File: config.mk
export PLATFORM = sky130hd
export DESIGN_NAME = dmem_arbiter_flat
export DESIGN_NICKNAME = d
export VERILOG_FILES = /design/src/rtl/dmem_arbiter_if.sv /design/src/rtl/dmem_arbiter.sv /design/src/flat_wrapper.sv
export SDC_FILE = /design/constraint.sdc
export NUM_CORES = 1
export LEC_CHECK = 0
export ABC_AREA = 1
export CORE_MARGIN = 8
export CORE_UTILIZATION = 35
export DETAILED_ROUTE_END_ITERATION = 6
export GPL_ROUTABILITY_DRIVEN = 0
export PLACE_DENSITY = 0.72
export SYNTH_ARGS = -nofsm -noshare
export SYNTH_HDL_FRONTEND = slang
export SYNTH_SLANG_ARGS = --single-unit
File: constraint.sdc
create_clock -name clk -period 2.12 [get_ports clk]
set_clock_uncertainty 0.2 [all_clocks]
set_input_delay 0.424 -clock clk [delete_from_list [all_inputs] [get_ports clk]]
set_output_delay 0.424 -clock clk [all_outputs]
set_load 0.02 [all_outputs]
File: src/rtl/dmem_arbiter_if.sv
// dmem_arbiter_if: requester ports and memory-side bus of dmem_arbiter.
// The slave modport is the arbiter's view; master is the requester/memory side.
interface dmem_arbiter_if #(parameter int WIDTH = 32);
   logic             p0_req, p0_we, p0_done;
   logic [2:0]       p0_mode;
   logic [WIDTH-1:0] p0_addr, p0_wdata;
   logic             p1_req, p1_we, p1_done;
   logic [2:0]       p1_mode;
   logic [WIDTH-1:0] p1_addr, p1_wdata;
   logic [WIDTH-1:0] rdata, mem_addr, mem_wdata, mem_rdata;
   logic             err, busy, mem_we;
   logic [2:0]       mem_mode;
   logic [1:0]       mem_result_src;
   modport slave (
      input  p0_req, p0_we, p0_mode, p0_addr, p0_wdata,
      input  p1_req, p1_we, p1_mode, p1_addr, p1_wdata, mem_rdata,
      output p0_done, p1_done, rdata, err, busy,
      output mem_addr, mem_wdata, mem_we, mem_mode, mem_result_src
   );
   modport master (
      output p0_req, p0_we, p0_mode, p0_addr, p0_wdata,
      output p1_req, p1_we, p1_mode, p1_addr, p1_wdata, mem_rdata,
      input  p0_done, p1_done, rdata, err, busy,
      input  mem_addr, mem_wdata, mem_we, mem_mode, mem_result_src
   );
endinterface

File: src/rtl/dmem_arbiter.sv
// dmem_arbiter: two-port arbiter and IDLE/ACCESS/RESP access sequencer for the data memory.
// Define DMEM_ARB_RR_EN for round-robin tie-break; otherwise port 0 has fixed priority.
module dmem_arbiter #(
   parameter int WIDTH     = 32,
   parameter int ADDR_BITS = 17
) (
   input logic           clk,
   input logic           rst_n,
   dmem_arbiter_if.slave bus
);
   typedef enum logic [1:0] {IDLE, ACCESS, RESP} state_t;
   state_t           state, state_nx;
   logic             any, take, g, win, we_nx, we_q, err_nx, err_q;
   logic [2:0]       mode_nx, mode_q;
   logic [WIDTH-1:0] addr_nx, wdata_nx, addr_q, wdata_q, rdata_q;

   assign any  = bus.p0_req | bus.p1_req;
   assign take = (state == IDLE) && any;
`ifdef DMEM_ARB_RR_EN
   logic last;
   always_ff @(posedge clk or negedge rst_n)
      if (!rst_n) last <= 1'b1;
      else if (take) last <= g;
   assign g = (bus.p0_req && bus.p1_req) ? ~last : bus.p1_req;
`else
   assign g = ~bus.p0_req & bus.p1_req;
`endif
   assign we_nx    = g ? bus.p1_we    : bus.p0_we;
   assign mode_nx  = g ? bus.p1_mode  : bus.p0_mode;
   assign addr_nx  = g ? bus.p1_addr  : bus.p0_addr;
   assign wdata_nx = g ? bus.p1_wdata : bus.p0_wdata;
   assign err_nx   = (|addr_nx[1:0]) || ((addr_nx >> ADDR_BITS) != '0) ||
                     (mode_nx == 3'd0) || (mode_nx > 3'd5);

   always_ff @(posedge clk or negedge rst_n)
      if (!rst_n) state <= IDLE;
      else state <= state_nx;

   always_comb begin
      state_nx           = state;
      bus.mem_we         = 1'b0;
      bus.mem_result_src = 2'b00;
      bus.p0_done        = 1'b0;
      bus.p1_done        = 1'b0;
      bus.err            = 1'b0;
      bus.busy           = 1'b0;
      state_nx           = state == IDLE ? (any ? ACCESS : IDLE) : state == ACCESS ? RESP : IDLE;
      bus.mem_we         = (state == ACCESS) && we_q && !err_q;
      bus.mem_result_src = (state == ACCESS && !we_q && !err_q) ? 2'b01 : 2'b00;
      bus.p0_done        = (state == RESP) && !win;
      bus.p1_done        = (state == RESP) && win;
      bus.err            = (state == RESP) && err_q;
      bus.busy           = state != IDLE;
   end

   // Latched request fields double as the held mem_* outputs outside ACCESS.
   always_ff @(posedge clk or negedge rst_n)
      if (!rst_n) begin
         win     <= 1'b0;
         we_q    <= 1'b0;
         err_q   <= 1'b0;
         mode_q  <= '0;
         addr_q  <= '0;
         wdata_q <= '0;
         rdata_q <= '0;
      end else begin
         if (take) begin
            win     <= g;
            we_q    <= we_nx;
            err_q   <= err_nx;
            mode_q  <= mode_nx;
            addr_q  <= addr_nx;
            wdata_q <= wdata_nx;
         end
         if (state == ACCESS) rdata_q <= (!we_q && !err_q) ? bus.mem_rdata : '0;
      end

   assign bus.mem_addr  = addr_q;
   assign bus.mem_wdata = wdata_q;
   assign bus.mem_mode  = mode_q;
   assign bus.rdata     = rdata_q;
endmodule

File: src/flat_wrapper.sv
// flat-port wrapper written by rule: the top's interface ports become plain ports
module dmem_arbiter_flat 
#(
   parameter int WIDTH     = 32,
   parameter int ADDR_BITS = 17
)
  (clk, rst_n, bus_p0_req, bus_p0_we, bus_p0_mode, bus_p0_addr, bus_p0_wdata, bus_p1_req, bus_p1_we, bus_p1_mode, bus_p1_addr, bus_p1_wdata, bus_mem_rdata, bus_p0_done, bus_p1_done, bus_rdata, bus_err, bus_busy, bus_mem_addr, bus_mem_wdata, bus_mem_we, bus_mem_mode, bus_mem_result_src);
  dmem_arbiter_if #(.WIDTH(WIDTH)) bus_i ();
  input logic clk;
  input logic rst_n;
  input wire logic [$bits(bus_i.p0_req)-1:0] bus_p0_req;
  input wire logic [$bits(bus_i.p0_we)-1:0] bus_p0_we;
  input wire logic [$bits(bus_i.p0_mode)-1:0] bus_p0_mode;
  input wire logic [$bits(bus_i.p0_addr)-1:0] bus_p0_addr;
  input wire logic [$bits(bus_i.p0_wdata)-1:0] bus_p0_wdata;
  input wire logic [$bits(bus_i.p1_req)-1:0] bus_p1_req;
  input wire logic [$bits(bus_i.p1_we)-1:0] bus_p1_we;
  input wire logic [$bits(bus_i.p1_mode)-1:0] bus_p1_mode;
  input wire logic [$bits(bus_i.p1_addr)-1:0] bus_p1_addr;
  input wire logic [$bits(bus_i.p1_wdata)-1:0] bus_p1_wdata;
  input wire logic [$bits(bus_i.mem_rdata)-1:0] bus_mem_rdata;
  output wire logic [$bits(bus_i.p0_done)-1:0] bus_p0_done;
  output wire logic [$bits(bus_i.p1_done)-1:0] bus_p1_done;
  output wire logic [$bits(bus_i.rdata)-1:0] bus_rdata;
  output wire logic [$bits(bus_i.err)-1:0] bus_err;
  output wire logic [$bits(bus_i.busy)-1:0] bus_busy;
  output wire logic [$bits(bus_i.mem_addr)-1:0] bus_mem_addr;
  output wire logic [$bits(bus_i.mem_wdata)-1:0] bus_mem_wdata;
  output wire logic [$bits(bus_i.mem_we)-1:0] bus_mem_we;
  output wire logic [$bits(bus_i.mem_mode)-1:0] bus_mem_mode;
  output wire logic [$bits(bus_i.mem_result_src)-1:0] bus_mem_result_src;
  assign bus_i.p0_req = bus_p0_req;
  assign bus_i.p0_we = bus_p0_we;
  assign bus_i.p0_mode = bus_p0_mode;
  assign bus_i.p0_addr = bus_p0_addr;
  assign bus_i.p0_wdata = bus_p0_wdata;
  assign bus_i.p1_req = bus_p1_req;
  assign bus_i.p1_we = bus_p1_we;
  assign bus_i.p1_mode = bus_p1_mode;
  assign bus_i.p1_addr = bus_p1_addr;
  assign bus_i.p1_wdata = bus_p1_wdata;
  assign bus_i.mem_rdata = bus_mem_rdata;
  assign bus_p0_done = bus_i.p0_done;
  assign bus_p1_done = bus_i.p1_done;
  assign bus_rdata = bus_i.rdata;
  assign bus_err = bus_i.err;
  assign bus_busy = bus_i.busy;
  assign bus_mem_addr = bus_i.mem_addr;
  assign bus_mem_wdata = bus_i.mem_wdata;
  assign bus_mem_we = bus_i.mem_we;
  assign bus_mem_mode = bus_i.mem_mode;
  assign bus_mem_result_src = bus_i.mem_result_src;
  dmem_arbiter #(.WIDTH(WIDTH), .ADDR_BITS(ADDR_BITS)) u_core (.clk(clk), .rst_n(rst_n), .bus(bus_i));
endmodule
After elaboration in Yosys (flattened, before gate mapping)

Cells that the tools add are included.

Logic and storage cells: 43
Flip-flop bits (word level): 104

Bitwise logic cells: 3
Reductions and logical operators: 20
Equality and inequality tests: 2
$lt $le $gt $ge: 1
Mux-type cells: 9

Operators by type and width:

| operator             | count |
|---|---|
| $mux W32             | 3 |
| $reduce_bool A32 Y1  | 1 |
| $logic_and A1 B1 Y1  | 9 |
| $mux W2              | 2 |
| $gt A3 B3 Y1 const B | 1 |
| $logic_not A1 Y1     | 3 |
| $logic_not A3 Y1     | 1 |
| $logic_or A1 B1 Y1   | 3 |
| $mux W1              | 3 |
| $mux W3              | 1 |
| $eq A2 B1 Y1 const B | 1 |
| $eq A2 B2 Y1 const B | 1 |
| $logic_not A2 Y1     | 1 |
| $reduce_bool A2 Y1   | 1 |
| $reduce_or A2 Y1     | 1 |
| $and A1 B1 Y1        | 1 |
| $not A1 Y1           | 1 |
| $or A1 B1 Y1         | 1 |

Depth between registers and ports, before layout

Gate-level depths: netlist of run 1.

Word-level depth: 7
Mapped depth: 11
Mapped depth without buffers: 10

Least setup slack after synthesis of run 1

No wires, ideal clock.

Path type: reg-to-output
Start: register u_core.state[1]
End: output port bus_mem_we
Buffers on the path: 1
Cell stages (with the launch flop): 5
Data arrival time: 1.251 ns
Required time: 1.496 ns
Slack: 0.245 ns
Cell sequence: dfrtp_1 -> nor2_2 -> inv_2 -> clkbuf_1 -> nor3_1

Cells in the longest elaborated chain, start to end: 3

RTL lines:

| item                             | RTL line           | text |
|---|---|---|
| from (decl)                      | dmem_arbiter.sv:12 | `state_t state, state_nx;` |
| from (signal assigned)           | dmem_arbiter.sv:37 | `else state <= state_nx;` |
| $eq A2 B1 Y1                     | dmem_arbiter.sv:48 | `bus.mem_we = (state == ACCESS) && we_q && !err_q;` |
| $logic_and A1 B1 Y1 (2 in a row) | dmem_arbiter.sv:48 |  |
| to (decl)                        | flat_wrapper.sv:29 | `output wire logic [$bits(bus_i.mem_we)-1:0] bus_mem_we;` |

Every way passes these cells.

Final worst setup path of run 1

Start: register u_core.state[0]
End: output port bus_p1_done

Cells in the longest elaborated chain, start to end: 2

RTL lines:

| item                | RTL line           | text |
|---|---|---|
| $eq A2 B2 Y1        | dmem_arbiter.sv:51 | `bus.p1_done = (state == RESP) && win;` |
| $logic_and A1 B1 Y1 | dmem_arbiter.sv:51 |  |
| to (decl)           | flat_wrapper.sv:23 | `output wire logic [$bits(bus_i.p1_done)-1:0] bus_p1_done;` |

Every way passes these cells.

==> run metrics, run 1 <==
PD cells=1177 mW/mm^2; starting density of the core=0.3539; RR Endpoint=u_core.bus.mem_addr[12]; worst setup path startpoint=u_core.state[0]; hold path depth=1; Pwr Total=9.409 mW; n_diodes=0; Overflow after GRT=0; fin crit period=approximately 2.0 ns; reg-to-reg startpoint=u_core.state[1]; die extent in y=130.8 um; Residual DRC=0; crit share post-route=0.9440; Peak supply drop=0.7913 mV; Worst EP required=1.50 ns; RSZ-0062 raised after global routing=no; Die W=about 130 um; Int Power=~5.7 mW; final wirelength=17480 um; Initial DRC Count=269; Antenna Nets Post-Route=0; clock share of power=0.185; detailed-route via count=4869; Worst-Skew Late Latency=0.35 ns; clk buf depth=2; IO Port Bufs=276; H-tree depth=3; clk root buf=clkbuf_16; power share of the sequential group=0.325; Lkg Pwr=3.450 nW; Seq. cell area=around 0.0026 mm^2; TritonCTS Buffers=9; sequential fraction of the synthesis area=0.5643; CTS Sinks=about 100; share of post-route cells with drive strength above 1=0.07090; setup violators final=0; Avg Synthesized Cell Area=8.903 um^2; initial antenna violation count=0; critical path arrival=between 1 and 1.5 ns; Reg2Reg Depth=7; Setup crit end kind=output pin; Worst Setup EP=bus_p1_done; switching fraction of total power=0.3938; Post-Syn Area=0.004612 mm^2; post-DR wirelength/cell=17.84 um; final setup TNS=0 ns; Mapped Nets=690; Final Hold Viols=0; vias in the first global route=5100; fmax=between 400 and 500 MHz; Worst setup SP type=flip-flop; largest net degree at the start of global routing=55; Comb pwr share=0.490; max_cap viols=0; Yosys top cell area share=0.5643; clock slew at reported path FFs=0.08 ns; fill count=1145; DIE AREA=0.01711 mm^2; status=finished clean; Ports=278; GRT Total Usage=0.1999; critical path class=flip-flop to output pin; Distinct cells, synth=21; flops & latches, synth=104; row count=42; DP Wirelength=roughly 14000 um; Area Overhead vs Synth=73.36%; Core ar.=0.01303 mm^2; Nets=about 970; Worst Path Max Fanout=3; dpl cells=963; R2R Setup Slk=roughly 0.40 ns; DR pass1 iterations=4; fin cells=a little under 1000; Syn Inst Count=518; HP Class=flip-flop to flip-flop; Area contributors post-synth=dfrtp_1 (56%), a21oi_1 (10%), nand2_1 (8.6%); first-pass GRT wire length=26560 um; synth warn=0; CTS tree=yes; Vias/cell=4.968; Switching Power=around 3.7 mW; Max Slew Vio Count=0; post-synth top area cell=dfrtp_1; Multi-input gate area=0.001757 mm^2
## worst min-delay path by stage
stage,startpoint,to
after floorplan,rst_n,u_core.bus.mem_addr[0]
after global placement,rst_n,u_core.bus.mem_addr[17]
after detailed placement,rst_n,u_core.bus.mem_addr[17]
after CTS,u_core.state[1],u_core.state[1]
after global routing,u_core.state[1],u_core.state[1]
final,u_core.state[1],u_core.state[1]
## power by group through the flow
| stage | clock network, mW | logic [mW] | registers (mW) |
|---|---|---|---|
| floorplan | 0 | 1.49 | 3.85 |
| global placement | 0 | 4.60 | 3.07 |
| detailed placement | 0 | 4.68 | 3.10 |
| CTS | 1.79 | 4.67 | 3.07 |
| global route | 1.87 | 4.96 | 3.14 |
| finish | 1.74 | 4.61 | 3.06 |
## critical path, stage by stage, from the launching register on
cell and delay [ns]:
dfrtp_1 0.39, inv_1 0.08, nand2_1 0.09, nor2_1 0.10, dlygate4sd2_1 0.37
## registers in the layout (all words and copies together) (netlist names)
signal and count:
u_core.win 1, u_core.bus.mem_addr 32, u_core.err_q 1, u_core.bus.mem_mode 3, u_core.bus.mem_wdata 32, u_core.bus.rdata 32, u_core.state 2, u_core.we_q 1
## cell families after synthesis
group,share of synthesized area
buffers and inverters,0.05725
other,0.0008131
and+or+nand+nor,0.1850
DFF,0.5643
AOI/OAI and AO/OA,0.1926
## timing repair
action	CTS	global route
gates cloned	0	0
endpoints found under the setup margin	6	2
hold endpoints to repair	33	0
hold buffers	1	0
resized for setup	10	3
setup buffers	0	0
## cells in the mapped netlist, drive strengths merged
master  count
inv        14
a22o       32
nand3      18
o21ai       5
o22ai       1
nand2     107
dfrtp     104
buf        32
clkbuf      5
a21oi      94
conb        1
nor3        2
nor2       86
a31oi      17
## metal layers
| metal | vias to the layer above | routed length, um | track usage |
|---|---|---|---|
| met4 | 0 | 681 | 0.1053 |
| li1 | 2301 | - | - |
| met5 | - | 0 | 0 |
| met3 | 47 | 1651 | 0.06656 |
| met2 | 233 | 8527 | 0.3349 |
| met1 | 2288 | 6623 | 0.2219 |
## metrics by stage
step / util / hold WS (ns) / cell area, um^2 / setup slack, ns
3_5_place_dp: 0.5902 / 0.2213 / 7692 / -0.09593
4_1_cts: 0.6143 / 0.2832 / 8006 / 0.003944
2_1_floorplan: - / -0.07159 / 4612 / 0.2447
3_3_place_gp: 0.5902 / 0.2186 / 7692 / -0.08283
6_report: 0.6135 / 0.2811 / 7995 / 0.1187
5_1_grt: 0.6135 / 0.3050 / 7995 / 0.02426
## area by class of cell
type | count | share of cell area
clock inverter | 7 | 0.01033
multi-input combinational | 363 | 0.2197
inverter | 14 | 0.006573
tap | 176 | 0.02754
timing repair buffer | 307 | 0.3822
clock buffer | 9 | 0.02817
sequential | 104 | 0.3255
## cells in the final DEF, fill, tap and decap left out, types with 3 or more instances in the layout
cell	n
buf_12	6
buf_4	25
dlygate4sd2_1	4
clkbuf_16	9
dfrtp_1	104
o21ai_0	4
inv_1	11
clkdlybuf4s50_1	269
a22o_1	32
nand2_1	106
nand3_1	18
a31oi_1	17
inv_2	3
inv_6	5
nor2_1	84
a21oi_1	94
(Power assumes the default switching activity.)
==> run 2: changes to the inputs <==
--- a/config.mk
+++ b/config.mk
@@ -6,11 +6,13 @@
 export NUM_CORES = 1
 export LEC_CHECK = 0
 export ABC_AREA = 1
+export CAP_MARGIN = 0
 export CORE_MARGIN = 8
-export CORE_UTILIZATION = 35
+export CORE_UTILIZATION = 38
 export DETAILED_ROUTE_END_ITERATION = 6
 export GPL_ROUTABILITY_DRIVEN = 0
-export PLACE_DENSITY = 0.72
+export PLACE_DENSITY = 0.78
+export RECOVER_POWER = 50
 export SYNTH_ARGS = -nofsm -noshare
 export SYNTH_HDL_FRONTEND = slang
 export SYNTH_SLANG_ARGS = --single-unit
==> run 2 against run 1 <==
Effect of this change: the flow now finishes with violations (design-rule violations); clock power down 12%; worst setup slack better by 0.0084 ns; clock-buffer cell count up 1; largest power group unchanged; critical endpoint is now bus_mem_wdata[0]; highest routed layer unchanged; first-iteration DRC count increased by 38%; sequential share of layout area is 0.51 points higher; cell area decreased by 1.5%; sequential power is essentially flat.
==> run metrics, run 2 (same netlist as run 1, synthesis figures left out) <==
TritonCTS Buffers=9 (unchanged); status=finished, violations left; detailed-route via count=4850 (-0.39%); Largest delay share family, worst path=buffers and inverters; Seq. cell area=0.002603 mm^2 (unchanged); fill count=959 (-16%); vias in the first global route=5230 (+2.5%); Worst path max stage delay=0.64 ns (+0.25 ns); worst hold start=u_core.state[1]; Worst-Skew Late Latency=0.34 ns (about the same); Core ar.=0.01191 mm^2 (-8.6%); Nets=968 (-0.31%); Max Slew Vio Count=0 (unchanged); dpl cells=931 (-3.3%); post-DR wirelength/cell=18.85 um (+5.7%); dpl ws=-0.1021 ns (-0.006137 ns); Worst EP required=1.50 ns (about the same); violated checks=design-rule violations; DR pass1 iterations=7 (+3); worst slew pin tran=0.8768 ns; Pwr Total=9.136 mW (-2.9%); crit share post-route=0.9401 (-0.003955); HP Class=flip-flop to flip-flop; RR Endpoint=u_core.we_q; Initial DRC Count=372 (+38%); DP Wirelength=13800 um (+1.8%); initial antenna violation count=0 (unchanged); final setup TNS=0 ns (unchanged); Setup crit end kind=output pin; die extent in y=126.2 um (-3.5%); fin cells=949 (-3.2%); final core occ=0.6608 (+0.04734); Reg2Reg Depth=7 (unchanged); Die W=126.2 um (-3.5%); clk root buf=clkbuf_16; CTS tree=yes; commonest non-fill, non-tap cell in the layout=clkdlybuf4s50_1; H-tree depth=3 (unchanged); largest net degree at the start of global routing=55 (unchanged); Area Overhead vs Synth=70.67%; critical path arrival=1.37 ns (about the same); first-pass GRT wire length=28180 um (+6.1%); design area=0.007871 mm^2 (-1.5%); GRT Total Usage=0.2239 (+0.02402); Final Hold Viols=0 (unchanged); CTS Sinks=104 (unchanged); clk buf depth=2 (unchanged); Residual DRC=10 (+10); hold path depth=1 (unchanged); Worst Path Max Fanout=2 (-1); Area after DPL=0.007646 mm^2 (-0.60%); DIE AREA=0.01592 mm^2 (-6.9%); Peak supply drop=0.6265 mV (-21%); reg-to-reg startpoint=u_core.state[1]; Slew headroom=0.4154; Multi-input gate area=0.001754 mm^2 (-0.14%); fin crit period=1.993 ns (-0.008385 ns); crit-path cells=clkdlybuf4s50_1; most frequent cells in the layout=clkdlybuf4s50_1 (269), nand2_1 (106), dfrtp_1 (104); PD cells=1161 mW/mm^2 (-1.4%); Ports=278 (unchanged); max_cap viols=0 (unchanged); final hold slack=0.2820 ns (+0.0009450 ns); setup violators final=0 (unchanged); clock slew at reported path FFs=0.07 ns (about the same); share of post-route cells with drive strength above 1=0.06242 (-0.008474); Antenna Nets Post-Route=0 (unchanged); Worst setup SP type=flip-flop; IO Port Bufs=276 (unchanged); Critical-path top delay cell=clkdlybuf4s50_1; Lkg Pwr=3.414 nW (-1.0%); row count=40 (-4.8%); R2R Setup Slk=0.28 ns (-0.12 ns); starting density of the core=0.3872 (+0.03331); RSZ-0062 raised after global routing=no; Setup Buffers After CTS=0 (unchanged); critical path class=flip-flop to output pin; Final Worst Setup Slack=0.1271 ns (+0.008385 ns); CP bufs+invs=1 (-1); Endpoint, Worst Hold=u_core.state[1]; final wirelength=17890 um (+2.3%); Overflow after GRT=0 (unchanged); Vias/cell=5.111 (+2.9%); fmax=501.8 MHz (+0.42%)
## run 2: cell types whose count changed in the layout (fill, tap and decap cells not counted), moves of 2 or more
| cell | previous run | this run |
|---|---|---|
| clkbuf_4 | 0 | 2 |
| inv_2 | 3 | 1 |
| clkbuf_2 | 1 | 5 |
| inv_6 | 5 | 0 |
| inv_1 | 11 | 13 |
| buf_4 | 25 | 17 |
| clkinv_2 | 0 | 4 |
## run 2: layer usage
layer,vias up,routed length (um),track usage
li1,2293,-,-
met3,34,1270,0.06414
met1,2317,7011,0.2526
met4,0,567,0.09554
met5,-,0,0
met2,206,9040,0.3879
## run 2: how the worst max path moves through the flow
stage,start,endpoint,slack [ns],cells after the start
2_1_floorplan,u_core.state[1],bus_mem_we,0.24,4
3_3_place_gp,bus_p1_req,u_core.bus.mem_wdata[7],-0.06,6
3_5_place_dp,bus_p1_req,u_core.bus.mem_wdata[3],-0.10,6
4_1_cts,u_core.state[1],bus_mem_we,0.02,4
5_1_grt,u_core.state[1],bus_mem_we,0.04,4
6_report,u_core.bus.mem_wdata[0],bus_mem_wdata[0],0.13,1
## run 2: repair_timing
action                                  4_1_cts  5_1_grt
endpoints found under the setup margin        6        2
hold endpoints to repair                     31        0
resized for setup                             7        4
hold buffers                                  1        0
## run 2: area by class of cell
cell class                      count  area share
Inverter                           14    0.006676
Clock inverter                      6    0.004610
Antenna cell                        1   0.0003179
Sequential cell                   104      0.3306
Clock buffer                       10     0.02909
Timing Repair Buffer              304      0.3825
Multi-Input combinational cell    363      0.2229
Tap cell                          147     0.02337
## run 2: power breakdown
group / internal [mW] / switching [mW] / total [mW]
clock network: 0.792 / 0.736 / 1.53
logic: 2.02 / 2.52 / 4.54
registers: 2.68 / 0.395 / 3.07
total: 5.48 / 3.65 / 9.14
==> RTL edit 1 (config.mk and constraints of run 1) <==
`WIDTH` is set to 32 in 3 places; all go to 48.
--- a/src/rtl/dmem_arbiter_if.sv
+++ b/src/rtl/dmem_arbiter_if.sv
@@ -1,6 +1,6 @@
 // dmem_arbiter_if: requester ports and memory-side bus of dmem_arbiter.
 // The slave modport is the arbiter's view; master is the requester/memory side.
-interface dmem_arbiter_if #(parameter int WIDTH = 32);
+interface dmem_arbiter_if #(parameter int WIDTH = 48);
    logic             p0_req, p0_we, p0_done;
    logic [2:0]       p0_mode;
    logic [WIDTH-1:0] p0_addr, p0_wdata;
--- a/src/rtl/dmem_arbiter.sv
+++ b/src/rtl/dmem_arbiter.sv
@@ -1,7 +1,7 @@
 // dmem_arbiter: two-port arbiter and IDLE/ACCESS/RESP access sequencer for the data memory.
 // Define DMEM_ARB_RR_EN for round-robin tie-break; otherwise port 0 has fixed priority.
 module dmem_arbiter #(
-   parameter int WIDTH     = 32,
+   parameter int WIDTH     = 48,
    parameter int ADDR_BITS = 17
 ) (
    input logic           clk,
--- a/src/flat_wrapper.sv
+++ b/src/flat_wrapper.sv
@@ -1,7 +1,7 @@
 // flat-port wrapper written by rule: the top's interface ports become plain ports
 module dmem_arbiter_flat 
 #(
-   parameter int WIDTH     = 32,
+   parameter int WIDTH     = 48,
    parameter int ADDR_BITS = 17
 )
   (clk, rst_n, bus_p0_req, bus_p0_we, bus_p0_mode, bus_p0_addr, bus_p0_wdata, bus_p1_req, bus_p1_we, bus_p1_mode, bus_p1_addr, bus_p1_wdata, bus_mem_rdata, bus_p0_done, bus_p1_done, bus_rdata, bus_err, bus_busy, bus_mem_addr, bus_mem_wdata, bus_mem_we, bus_mem_mode, bus_mem_result_src);
Interface: changed (8 resized); port bits go from 278 to 406. No check against the original RTL was run, so the function may have changed too.
==> RTL edit 1 against run 1 <==
Routed wire length grew 58%. First-iteration DRC count grew 51%. Power rose by 54%. Non-clock buffer count grew 178. Sequential cell count grew 48. Clock power is 75% higher. Final area grew 53%. Synthesized area rose by 46%. Worst setup slack lost 0.082 ns. Fmax fell by 4.0%. Largest cell class unchanged. Highest routed layer unchanged.
==> RTL edit 1: results (changes against run 1) <==
Yosys
  • Synth top area cells: dfrtp_1 56%, nand2_1 9.6%, a21oi_1 9.4%
  • Mean Syn Cell Area: 8.94 sq um (+0.44%)
  • Top post-synthesis cells by count: 172 x nand2_1, 152 x dfrtp_1, 129 x nor2_1
  • Count of cell types in the netlist: 22 (+4.8%)
  • Syn Nets: 1,005 (+46%)
  • Register area share after synthesis: 0.565 (about the same)

Final layout
  • Fillers: 1,589 (+39%)
  • Storage cell area: 3800 sq um (+46%)
  • Clock buf/inv share: 0.0491 (+0.0106)
  • Layout non-clock buf frac: 0.401 (+0.0190)
  • Non-CTS inverters: 11 (-3)
  • Area occupied by multi-input gates: 2560 sq um (+46%)
  • Buffers outside the clock class: 485 (+58%)
  • Layout net count: 1,454 (+50%)

Critical path
  • RR Endpoint: u_core.bus.rdata[47]
  • Worst EP arrival: 1.46 ns (+0.08 ns)
  • Setup crit end: bus_mem_mode[1]
  • R2R depth: 5 (-2)
  • Slowest stage cell on the critical path: clkdlybuf4s50_1
  • CP max stage delay: 0.66 ns (+0.27 ns)
  • CP startpoint: u_core.bus.mem_mode[1]

GRT
  • M3 GR Usage: 0.0814 (+0.0148)
  • Vias in the first global route: 7,334 (+44%)
  • First-pass GRT wire length: 41,600 um (+57%)
  • Met2 usage: 0.379 (+0.0444)
  • Met1 usage: 0.253 (+0.0312)
  • Largest net degree at the start of global routing: 64 (+16%)
  • Gr usage total: 0.224 (+0.0243)

Detailed routing
  • DRT iter0 DRCs: 406 (+51%)
  • Vias: 7,165 (+47%)
  • WL met1: 10,800 um (+63%)
  • Drt wl/cell: 19.1 um (+7.2%)
  • Drt first pass iters: 5 (+1)
  • Metal3 WL: 2430 um (+47%)

Power and ir drop
  • Internal power: 8.74 mW (+53%)
  • Clock-net power: 3.04 mW (+75%)
  • Max VDD drop: 715 uV (-9.6%)
  • P_comb: 7.00 mW (+52%)
  • Leak: 5.33 nW (+54%)

Clock network
  • H-tree Lvls: 4 (+1)
  • CTS Buf Count: 17 (+8)
  • Clock Tree Root: clkbuf_16
  • Worst-Skew Late Latency: 0.42 ns (+0.07 ns)

Placed design
  • Hpwl dp: 21,400 um (+58%)

Status
  • Status: complete, no violations

STA
  • Hold Slack: 0.296 ns (+0.0145 ns)
[RTL edit 1: metrics by stage]
stage / utilization / power [mW] / cell area (sq um) / setup TNS (ns) / setup slack [ns]
CTS: 0.650 / 14.7 / 12200 / -0.0287 / -0.0287
global route: 0.650 / 15.3 / 12200 / 0 / 0.00155
floorplan: - / 7.74 / 6730 / 0 / 0.101
finish: 0.650 / 14.5 / 12200 / 0 / 0.0363
detailed placement: 0.618 / 11.6 / 11600 / -9.79 / -0.223
global placement: 0.618 / 11.5 / 11600 / -7.39 / -0.204
[RTL edit 1: cell families after synthesis]
| kind of cell | share of synthesized area |
|---|---|
| compound gates | 0.194 |
| other cells | 0.000557 |
| simple gates | 0.183 |
| flops | 0.565 |
| buf+inv | 0.0576 |
[RTL edit 1: timing repair]
| item | in CTS | in global routing |
|---|---|---|
| hold buffers | 1 | 0 |
| pin swaps | 0 | 0 |
| endpoints found under the hold margin | 48 | 0 |
| gates resized for setup | 11 | 13 |
| setup endpoints to repair | 8 | 10 |
==> RTL edit 2 (config.mk and constraints of run 1) <==
Without the edit above. Encoding of `state_t`: now one-hot (3 bits for 3 states).
--- a/src/rtl/dmem_arbiter.sv
+++ b/src/rtl/dmem_arbiter.sv
@@ -8,7 +8,7 @@
    input logic           rst_n,
    dmem_arbiter_if.slave bus
 );
-   typedef enum logic [1:0] {IDLE, ACCESS, RESP} state_t;
+   typedef enum logic [2:0] {IDLE = 3'b001, ACCESS = 3'b010, RESP = 3'b100} state_t;
    state_t           state, state_nx;
    logic             any, take, g, win, we_nx, we_q, err_nx, err_q;
    logic [2:0]       mode_nx, mode_q;
Formal check against the unedited RTL: same outputs for any inputs over 10 cycles, from zero or initial values and one cycle with rst_n low; not proved beyond that.
==> RTL edit 2 against run 1 <==
Die area up 0.52%. Sequential power up 2%. Power down 2.0%. Final area up 2.1%. Synthesized area up 0.60%. Routed wire length up 1.0%. Critical path depth unchanged. Sequential cell count up 1. Worst setup slack worse by 0.050 ns.
==> RTL edit 2: results (changes against run 1) <==
Placed design
  • # placed instances: 988 (+2.6%)
  • Hpwl dp: 14,300 um (+5.2%)
  • Cell Area, Placed: 7880 sq um (+2.4%)
  • Pre-CTS setup slack: -0.188 ns (-0.0918 ns)

Critical path
  • CP max stage delay: 0.57 ns (+0.18 ns)
  • Setup crit end: bus_busy
  • RR Endpoint: u_core.bus.mem_addr[10]
  • Slowest stage cell on the critical path: dfstp_2
  • Crit path max-delay family: flip-flops
  • Worst EP arrival: 1.43 ns (+0.05 ns)
  • R2R Setup Slk: 0.26 ns (-0.14 ns)
  • Max FO, Critical Path: 2 (-1)

GRT
  • Largest net degree at the start of global routing: 51 (-7.3%)
  • Met2 usage: 0.356 (+0.0210)
  • Gr usage total: 0.201 (+0.00153)
  • M3 GR Usage: 0.0534 (-0.0132)

Detailed routing
  • Routed wire length: 17,700 um (+1.0%)
  • Drt first pass iters: 6 (+2)
  • DRT iter0 DRCs: 253 (-5.9%)

STA
  • Hold Slack: 0.308 ns (+0.0267 ns)
  • Max Clk Rate: 0.487 GHz (-2.4%)

Power and ir drop
  • Gate power share: 0.487 (-0.003)
  • Leak: 3.61 nW (+4.5%)
  • Seq pwr share: 0.337 (+0.012)
  • Internal power: 5.64 mW (-1.1%)

Yosys
  • Netlist Area Pre-Place: 4640 sq um (+0.60%)
  • Register area share after synthesis: 0.567 (+0.00232)
  • Synth top area cells: dfrtp_1 56%, nand2_1 13%, a31oi_1 8.8%
  • Top post-synthesis cells by count: 157 x nand2_1, 104 x dfrtp_1, 85 x nor2_1
  • Synth Area in Compound Gates: 0.151 (-0.0413)
  • Syn Nets: 695 (+0.72%)

Final layout
  • Layout non-clock buf frac: 0.392 (+0.0103)
  • Layout cells sized above 1: 0.0989 (+0.0280)
  • Fraction of area in registers: 0.322 (-0.00332)
  • Layout net count: 996 (+2.6%)
  • Clock buf/inv share: 0.0354 (-0.00307)
  • Non-CTS inverters: 15 (+1)
  • Multi-input gate count: 367 (+1.1%)

Clock network
  • Post-cts sizing count: 14 (+4)

Status
  • Status: complete, no violations
[RTL edit 2: changes by cell type in the layout (fill, tap and decap cells not counted), moves of 2 or more]
| cell | delta |
|---|---|
| buf_4 | +18 |
| a31oi_1 | +48 |
| inv_6 | -2 |
| nand2_1 | +51 |
| dlygate4sd2_1 | -4 |
| clkbuf_2 | +2 |
| a21oi_1 | -94 |
[RTL edit 2: worst min path at each step]
stage                         startpoint                endpoint  cells past startpoint
finish              u_core.bus.rdata[15]    u_core.bus.rdata[15]                      1
global route        u_core.bus.rdata[15]    u_core.bus.rdata[15]                      1
CTS                 u_core.bus.rdata[15]    u_core.bus.rdata[15]                      1
detailed placement                 rst_n    u_core.bus.rdata[20]                      1
global placement                   rst_n    u_core.bus.rdata[19]                      1
floorplan                          rst_n  u_core.bus.mem_addr[0]                      0
[RTL edit 2: metal layers]
metal	share of wire	vias to the layer above	routed length, um
li1	-	2359	-
met1	0.39	2280	6940
met2	0.50	208	8910
met3	0.077	25	1360
met4	0.026	0	457
met5	0	-	0
